## src/rtl/ones_collector_pkg.sv

```systemverilog
// Shared types and helpers for the one-hot collector and its serializer counterpart.
package ones_collector_pkg;

    localparam int unsigned NO_VC_DEFAULT = 13;
    localparam int unsigned ONEHOT_MAX_W  = 64;

    typedef enum logic [1:0] {
        IDLE    = 2'd0,
        COLLECT = 2'd1,
        DONE    = 2'd2
    } state_e;

    // True when exactly one bit of vec is set (vectors up to ONEHOT_MAX_W bits).
    function automatic logic is_onehot(input logic [ONEHOT_MAX_W-1:0] vec);
        return (vec != '0) && ((vec & (vec - ONEHOT_MAX_W'(1))) == '0);
    endfunction

endpackage

```

## src/rtl/ones_collector_onehot_check.sv

```systemverilog
// Combinational popcount==1 detector, parameterized on the VC count.
module ones_collector_onehot_check
    import ones_collector_pkg::*;
#(
    parameter int unsigned no_vc = NO_VC_DEFAULT
) (
    input  logic [no_vc-1:0] vec,
    output logic             onehot_c
);

    always_comb begin
        onehot_c = is_onehot(ONEHOT_MAX_W'(vec));
    end

endmodule

```

## src/rtl/ones_collector.sv

```systemverilog
// Reassembles a stream of one-hot VC grants into the multi-hot vector they came from.
// Optional COLLECT timeout is compiled in with ONES_COLLECTOR_TIMEOUT_EN.
module ones_collector
    import ones_collector_pkg::*;
#(
    parameter int unsigned no_vc = NO_VC_DEFAULT,
    parameter int unsigned TO_W  = 8
) (
    input  logic             clk,
    input  logic             rs,
    input  logic             start,
    input  logic [no_vc-1:0] exp_mask,
    input  logic             in_vld,
    input  logic [no_vc-1:0] in,
    output logic             busy,
    output logic             done,
    output logic [no_vc-1:0] out,
    output logic             err
);

    state_e             state_q, state_d;
    logic [no_vc-1:0]   exp_q,   exp_d;
    logic [no_vc-1:0]   acc_q,   acc_d;
    logic [no_vc-1:0]   out_q,   out_d;
    logic               busy_q,  busy_d;
    logic               done_q,  done_d;
    logic               err_q,   err_d;

    logic               in_onehot_c;
    logic               item_ok_c;
    logic [no_vc-1:0]   acc_merge_c;

`ifdef ONES_COLLECTOR_TIMEOUT_EN
    logic [TO_W-1:0]    to_cnt_q, to_cnt_d;
`endif

    ones_collector_onehot_check #(
        .no_vc (no_vc)
    ) u_onehot_check (
        .vec      (in),
        .onehot_c (in_onehot_c)
    );

    // An item is legal only if it is one-hot, expected, and not yet collected.
    always_comb begin
        item_ok_c   = in_onehot_c
                    && ((in & ~exp_q) == '0)
                    && ((in & acc_q) == '0);
        acc_merge_c = acc_q | in;
    end

    // Next-state and output logic; busy/done/out lag the state by one edge.
    always_comb begin
        state_d = state_q;
        exp_d   = exp_q;
        acc_d   = acc_q;
        err_d   = err_q;
        out_d   = out_q;
        busy_d  = (state_q == COLLECT);
        done_d  = (state_q == DONE);
`ifdef ONES_COLLECTOR_TIMEOUT_EN
        to_cnt_d = to_cnt_q;
`endif

        if (state_q == DONE) begin
            out_d = acc_q;
        end

        case (state_q)
            IDLE, DONE: begin
                if (start) begin
                    exp_d   = exp_mask;
                    acc_d   = '0;
                    err_d   = 1'b0;
                    state_d = (exp_mask == '0) ? DONE : COLLECT;
`ifdef ONES_COLLECTOR_TIMEOUT_EN
                    to_cnt_d = '0;
`endif
                end else begin
                    state_d = IDLE;
                end
            end

            COLLECT: begin
                // start wins over any item in the same cycle
                if (start) begin
                    exp_d   = exp_mask;
                    acc_d   = '0;
                    err_d   = 1'b0;
                    state_d = (exp_mask == '0) ? DONE : COLLECT;
`ifdef ONES_COLLECTOR_TIMEOUT_EN
                    to_cnt_d = '0;
`endif
                end else if (in_vld && item_ok_c) begin
                    acc_d = acc_merge_c;
                    if (acc_merge_c == exp_q) begin
                        state_d = DONE;
                    end
`ifdef ONES_COLLECTOR_TIMEOUT_EN
                    to_cnt_d = '0;
`endif
                end else begin
                    if (in_vld) begin
                        err_d = 1'b1;
                    end
`ifdef ONES_COLLECTOR_TIMEOUT_EN
                    // Saturating at all-ones gives up on the batch with the partial vector.
                    to_cnt_d = to_cnt_q + TO_W'(1);
                    if (to_cnt_d == '1) begin
                        err_d    = 1'b1;
                        state_d  = DONE;
                        to_cnt_d = '0;
                    end
`endif
                end
            end

            default: begin
                state_d = IDLE;
            end
        endcase
    end

    always_ff @(posedge clk) begin
        if (rs) begin
            state_q <= IDLE;
            exp_q   <= '0;
            acc_q   <= '0;
            out_q   <= '0;
            busy_q  <= 1'b0;
            done_q  <= 1'b0;
            err_q   <= 1'b0;
`ifdef ONES_COLLECTOR_TIMEOUT_EN
            to_cnt_q <= '0;
`endif
        end else begin
            state_q <= state_d;
            exp_q   <= exp_d;
            acc_q   <= acc_d;
            out_q   <= out_d;
            busy_q  <= busy_d;
            done_q  <= done_d;
            err_q   <= err_d;
`ifdef ONES_COLLECTOR_TIMEOUT_EN
            to_cnt_q <= to_cnt_d;
`endif
        end
    end

    assign busy = busy_q;
    assign done = done_q;
    assign out  = out_q;
    assign err  = err_q;

endmodule

```

## config.mk

```make
export PLATFORM = sky130hd
export DESIGN_NAME = ones_collector
export DESIGN_NICKNAME = d
export VERILOG_FILES = /design/src/rtl/ones_collector_pkg.sv /design/src/rtl/ones_collector_onehot_check.sv /design/src/rtl/ones_collector.sv
export SDC_FILE = /design/constraint.sdc
export NUM_CORES = 1
export LEC_CHECK = 0
export CAP_MARGIN = 30
export CORE_ASPECT_RATIO = 1.5
export CORE_MARGIN = 4
export CORE_UTILIZATION = 54
export CTS_BUF_LIST = sky130_fd_sc_hd__clkbuf_8
export DETAILED_ROUTE_END_ITERATION = 8
export GPL_TIMING_DRIVEN = 0
export PLACE_DENSITY = 0.85
export SYNTH_ARGS = -nofsm -noshare
export SYNTH_HDL_FRONTEND = slang
export SYNTH_SLANG_ARGS = --single-unit
```

## constraint.sdc

```tcl
create_clock -name clk -period 4.2 [get_ports clk]
set_input_delay 0.84 -clock clk [delete_from_list [all_inputs] [get_ports clk]]
set_output_delay 0.84 -clock clk [all_outputs]
set_load 0.01 [all_outputs]
```

==> reports/results.md <==
### Clock tree
- **buffers inserted during post-CTS setup optimization** 0
- **clock-pin slew of the registers on the worst-case setup and hold paths** 80 ps
- **number of instances resized during post-cts repair** 0
- **master cell of the clock root buffer** sky130_fd_sc_hd__clkbuf_8
- **Clock Sink Count** 44
- **clock insertion delay at the later pin of the skew report** 300 ps
- **worst-case clock buffer depth** 2
- **TritonCTS Buffers** 5
- **count of hold buffers inserted by post-cts repair** 0
- **depth of the CTS H-tree** 2
- **CTS tree** built

### Yosys
- **area share of the largest cell type after synthesis** 43.2%
- **synthesis-stage register bit count** 44
- **proportion of synthesized chip area in sequential cells** 43.2%
- **biggest area contributors in the synthesized netlist** sky130_fd_sc_hd__dfxtp_1, sky130_fd_sc_hd__nand2_1, sky130_fd_sc_hd__a21oi_1
- **cell taking the most area after synthesis** sky130_fd_sc_hd__dfxtp_1
- **Primary FF master, synth** sky130_fd_sc_hd__dfxtp_1
- **Unique masters post-synth** 38
- **number of synthesized flops with an enable pin** 0
- **number of synthesis warnings** 0
- **Async SR Flop Fraction** 0%
- **net count after synthesis** 280
- **average size of a mapped cell** 8.16 sq um
- **cell count after synthesis** 250
- **Post-Synthesis Cell Area** 2040 sq um

### Setup path
- **cell chain of the critical path** clkdlybuf4s50_1 -> nor4_2 -> a21boi_0 -> nor4_4 -> and4_4 -> buf_6 -> a22o_1
- **worst reg2reg startpoint** exp_q[0]
- **highest cell delay on the worst timing path** 510 ps
- **endpoint class of the critical path** flip-flop
- **critical path class** in2reg
- **Worst Setup Start Kind** primary input
- **capture point of the worst reg-to-reg path** acc_q[11]
- **maximum fanout encountered on the critical timing path** 10
- **required time of the critical path** 4450 ps
- **Slowest-stage cell, CP** sky130_fd_sc_hd__clkdlybuf4s50_1
- **cell count of the worst reg-to-reg path** 7
- **data arrival time of the critical path** 3050 ps
- **reg2reg setup slack** 2290 ps

### Drt
- **mean routed wirelength per cell** 14.7 microns
- **Detailed Routing Iterations Pass 1** 4
- **remaining antenna violation count** 0
- **total detailed-routing wirelength** 5060 microns
- **average via count per standard cell** 5.61
- **Initial DRC Count** 55
- **DRC violations left** 0
- **total vias in the final route** 1934

### Timing
- **normalized max-slew margin** 62.1%
- **slew at the pin closest to its max-slew limit** 568 ps
- **tightest hold margin** 459 ps
- **Setup Skew** 5.57 ps
- **summed negative setup slack over all endpoints** 0 ps
- **final count of pins violating max slew** 0
- **final critical delay including setup and external delays** 2800 ps
- **fraction of the cycle the final worst path needs** 66.7%
- **max frequency** 0.357 GHz
- **final-report setup violation count** 0
- **setup repair after global routing missed its margin** no
- **number of hold violations in the final report** 0

### Die
- **Core Rows** 27
- **Die Height** 83.3 microns
- **effective utilization at floorplan** 55.9%
- **I/O pin count** 46
- **die width** 58.2 microns
- **Die Footprint** 4850 sq um
- **core footprint** 3650 sq um

### Power
- **clock share of power** 37.0%
- **internal power contribution** 0.000650 W
- **cell leakage power** 0.928 nW
- **Peak supply drop** 335 uV
- **power density over the cells** 321 nW/um^2
- **combinational fraction of design power** 11.9%
- **switching power** 0.000199 W
- **Tot Pwr** 0.000848 W
- **relative contribution of sequential cells to total power** 51.1%
- **net switching share of the total power** 23.4%

### Finish
- **combined area of the multi-input logic cells** 1100 sq um
- **final-layout fill cell count** 306
- **most common library cell in the layout ignoring fill and taps** sky130_fd_sc_hd__nand2_1
- **number of antenna cells inserted** 0
- **# nets final** 331
- **area occupied by registers** 881 sq um
- **share of final-layout standard cells stronger than drive strength 1** 4.30%
- **post-layout util** 72.4%
- **growth of design area from synthesis to finish** 29.5%
- **commonest cells after routing, fill and taps aside** sky130_fd_sc_hd__nand2_1, sky130_fd_sc_hd__dfxtp_1, sky130_fd_sc_hd__clkdlybuf4s50_1
- **Finished Cell Area** 2640 sq um

### Worst hold path
- **Min-Delay Endpoint** out[7]
- **cell depth of the worst hold path** 2
- **hold_sp** out[7]
- **type of the worst min-delay path** reg2reg

### Placed design
- **DPL Wire Length** 3930 microns
- **count of input and output buffers** 44
- **total placed instance area** 2530 sq um
- **global placer's final weighted congestion** 0.906

### Global routing
- **total global-route track usage** 22.0%
- **initial antenna violation count** 0
- **Overflow after GRT** 0
- **pin count of the biggest net entering global routing** 14
- **via count of the first global-routing pass** 1896
- **wire length of the first global-routing pass** 8290 microns

### Run status
- **run status** finished, final reports clean

### Job
- **max-cap check violation count** 0

[power by group through the flow]
| stage | Combinational (W) | Sequential [W] | Clock [W] |
|---|---|---|---|
| 4_1_cts | 0.000101 | 0.000433 | 0.000312 |
| 6_report | 0.000101 | 0.000433 | 0.000314 |
| 3_5_place_dp | 0.000100 | 0.000443 | 0 |
| 5_1_grt | 0.000111 | 0.000435 | 0.000330 |
| 2_1_floorplan | 0.0000494 | 0.000442 | 0 |
| 3_3_place_gp | 0.0000984 | 0.000443 | 0 |
[worst max-delay path, delay by kind of cell]
family | cells | cell delay (ps)
buffers and inverters | 2 | 650
AOI/OAI and AO/OA | 2 | 340
and+or+nand+nor | 3 | 1190
[metrics by stage]
stage	setup slack, ps	instances
after floorplan	1930	250
after global placement	1120	337
after detailed placement	1130	337
after CTS	1410	345
after global routing	1250	345
final	1400	345
[flip-flops by register name, summed over array words and instances (netlist names)]
signal / flops
acc_q: 13
exp_q: 13
out: 13
state_q: 2
busy: 1
done: 1
err: 1
[cell usage after synthesis, types with 2 or more instances]
cell type and count:
sky130_fd_sc_hd__nand2_1 55, sky130_fd_sc_hd__dfxtp_1 44, sky130_fd_sc_hd__a21oi_1 29, sky130_fd_sc_hd__nor2_1 20, sky130_fd_sc_hd__a22o_1 13, sky130_fd_sc_hd__xnor2_1 13
sky130_fd_sc_hd__nand2b_1 12, sky130_fd_sc_hd__clkbuf_1 9, sky130_fd_sc_hd__nor4_1 7, sky130_fd_sc_hd__inv_1 5, sky130_fd_sc_hd__a22oi_1 4, sky130_fd_sc_hd__nand4_1 4
sky130_fd_sc_hd__nor3_1 4, sky130_fd_sc_hd__o21ai_0 3, sky130_fd_sc_hd__a21boi_1 2, sky130_fd_sc_hd__nand3_1 2, sky130_fd_sc_hd__nor2b_1 2, sky130_fd_sc_hd__o31ai_1 2
[cell families after synthesis]
logic type      count (synthesis)  synth area share, %
simple gates                  118                 29.0
compound gates                 60                 19.1
flops                          44                 43.2
buf+inv                        15                 3.13
xor+xnor                       13                 5.58
[final cells by class]
class	count	area share [%]
multi-input combinational	191	41.5
sequential	44	33.3
timing repair buffer	44	16.7
clock buffer	5	2.60
tap	43	2.04
buffer	10	1.70
clock inverter	3	1.47
inverter	5	0.710
[worst max path at each step]
stage,startpoint,to,slack [ps]
finish,in[6],acc_q[11],1400
global placement,in[6],acc_q[8],1120
floorplan,in[6],acc_q[10],1930
detailed placement,in[6],acc_q[11],1130
global route,in[6],acc_q[5],1250
CTS,in[6],acc_q[11],1410
[routing by layer]
layer / up-vias / GRT usage [%] / wire, microns
li1: 975 / - / -
met1: 875 / 22.2 / 1960
met2: 66 / 39.7 / 2680
met3: 18 / 4.67 / 228
met4: 0 / 12.7 / 197
met5: - / 0 / 0
No activity file was read; power rests on OpenSTA's default activity.
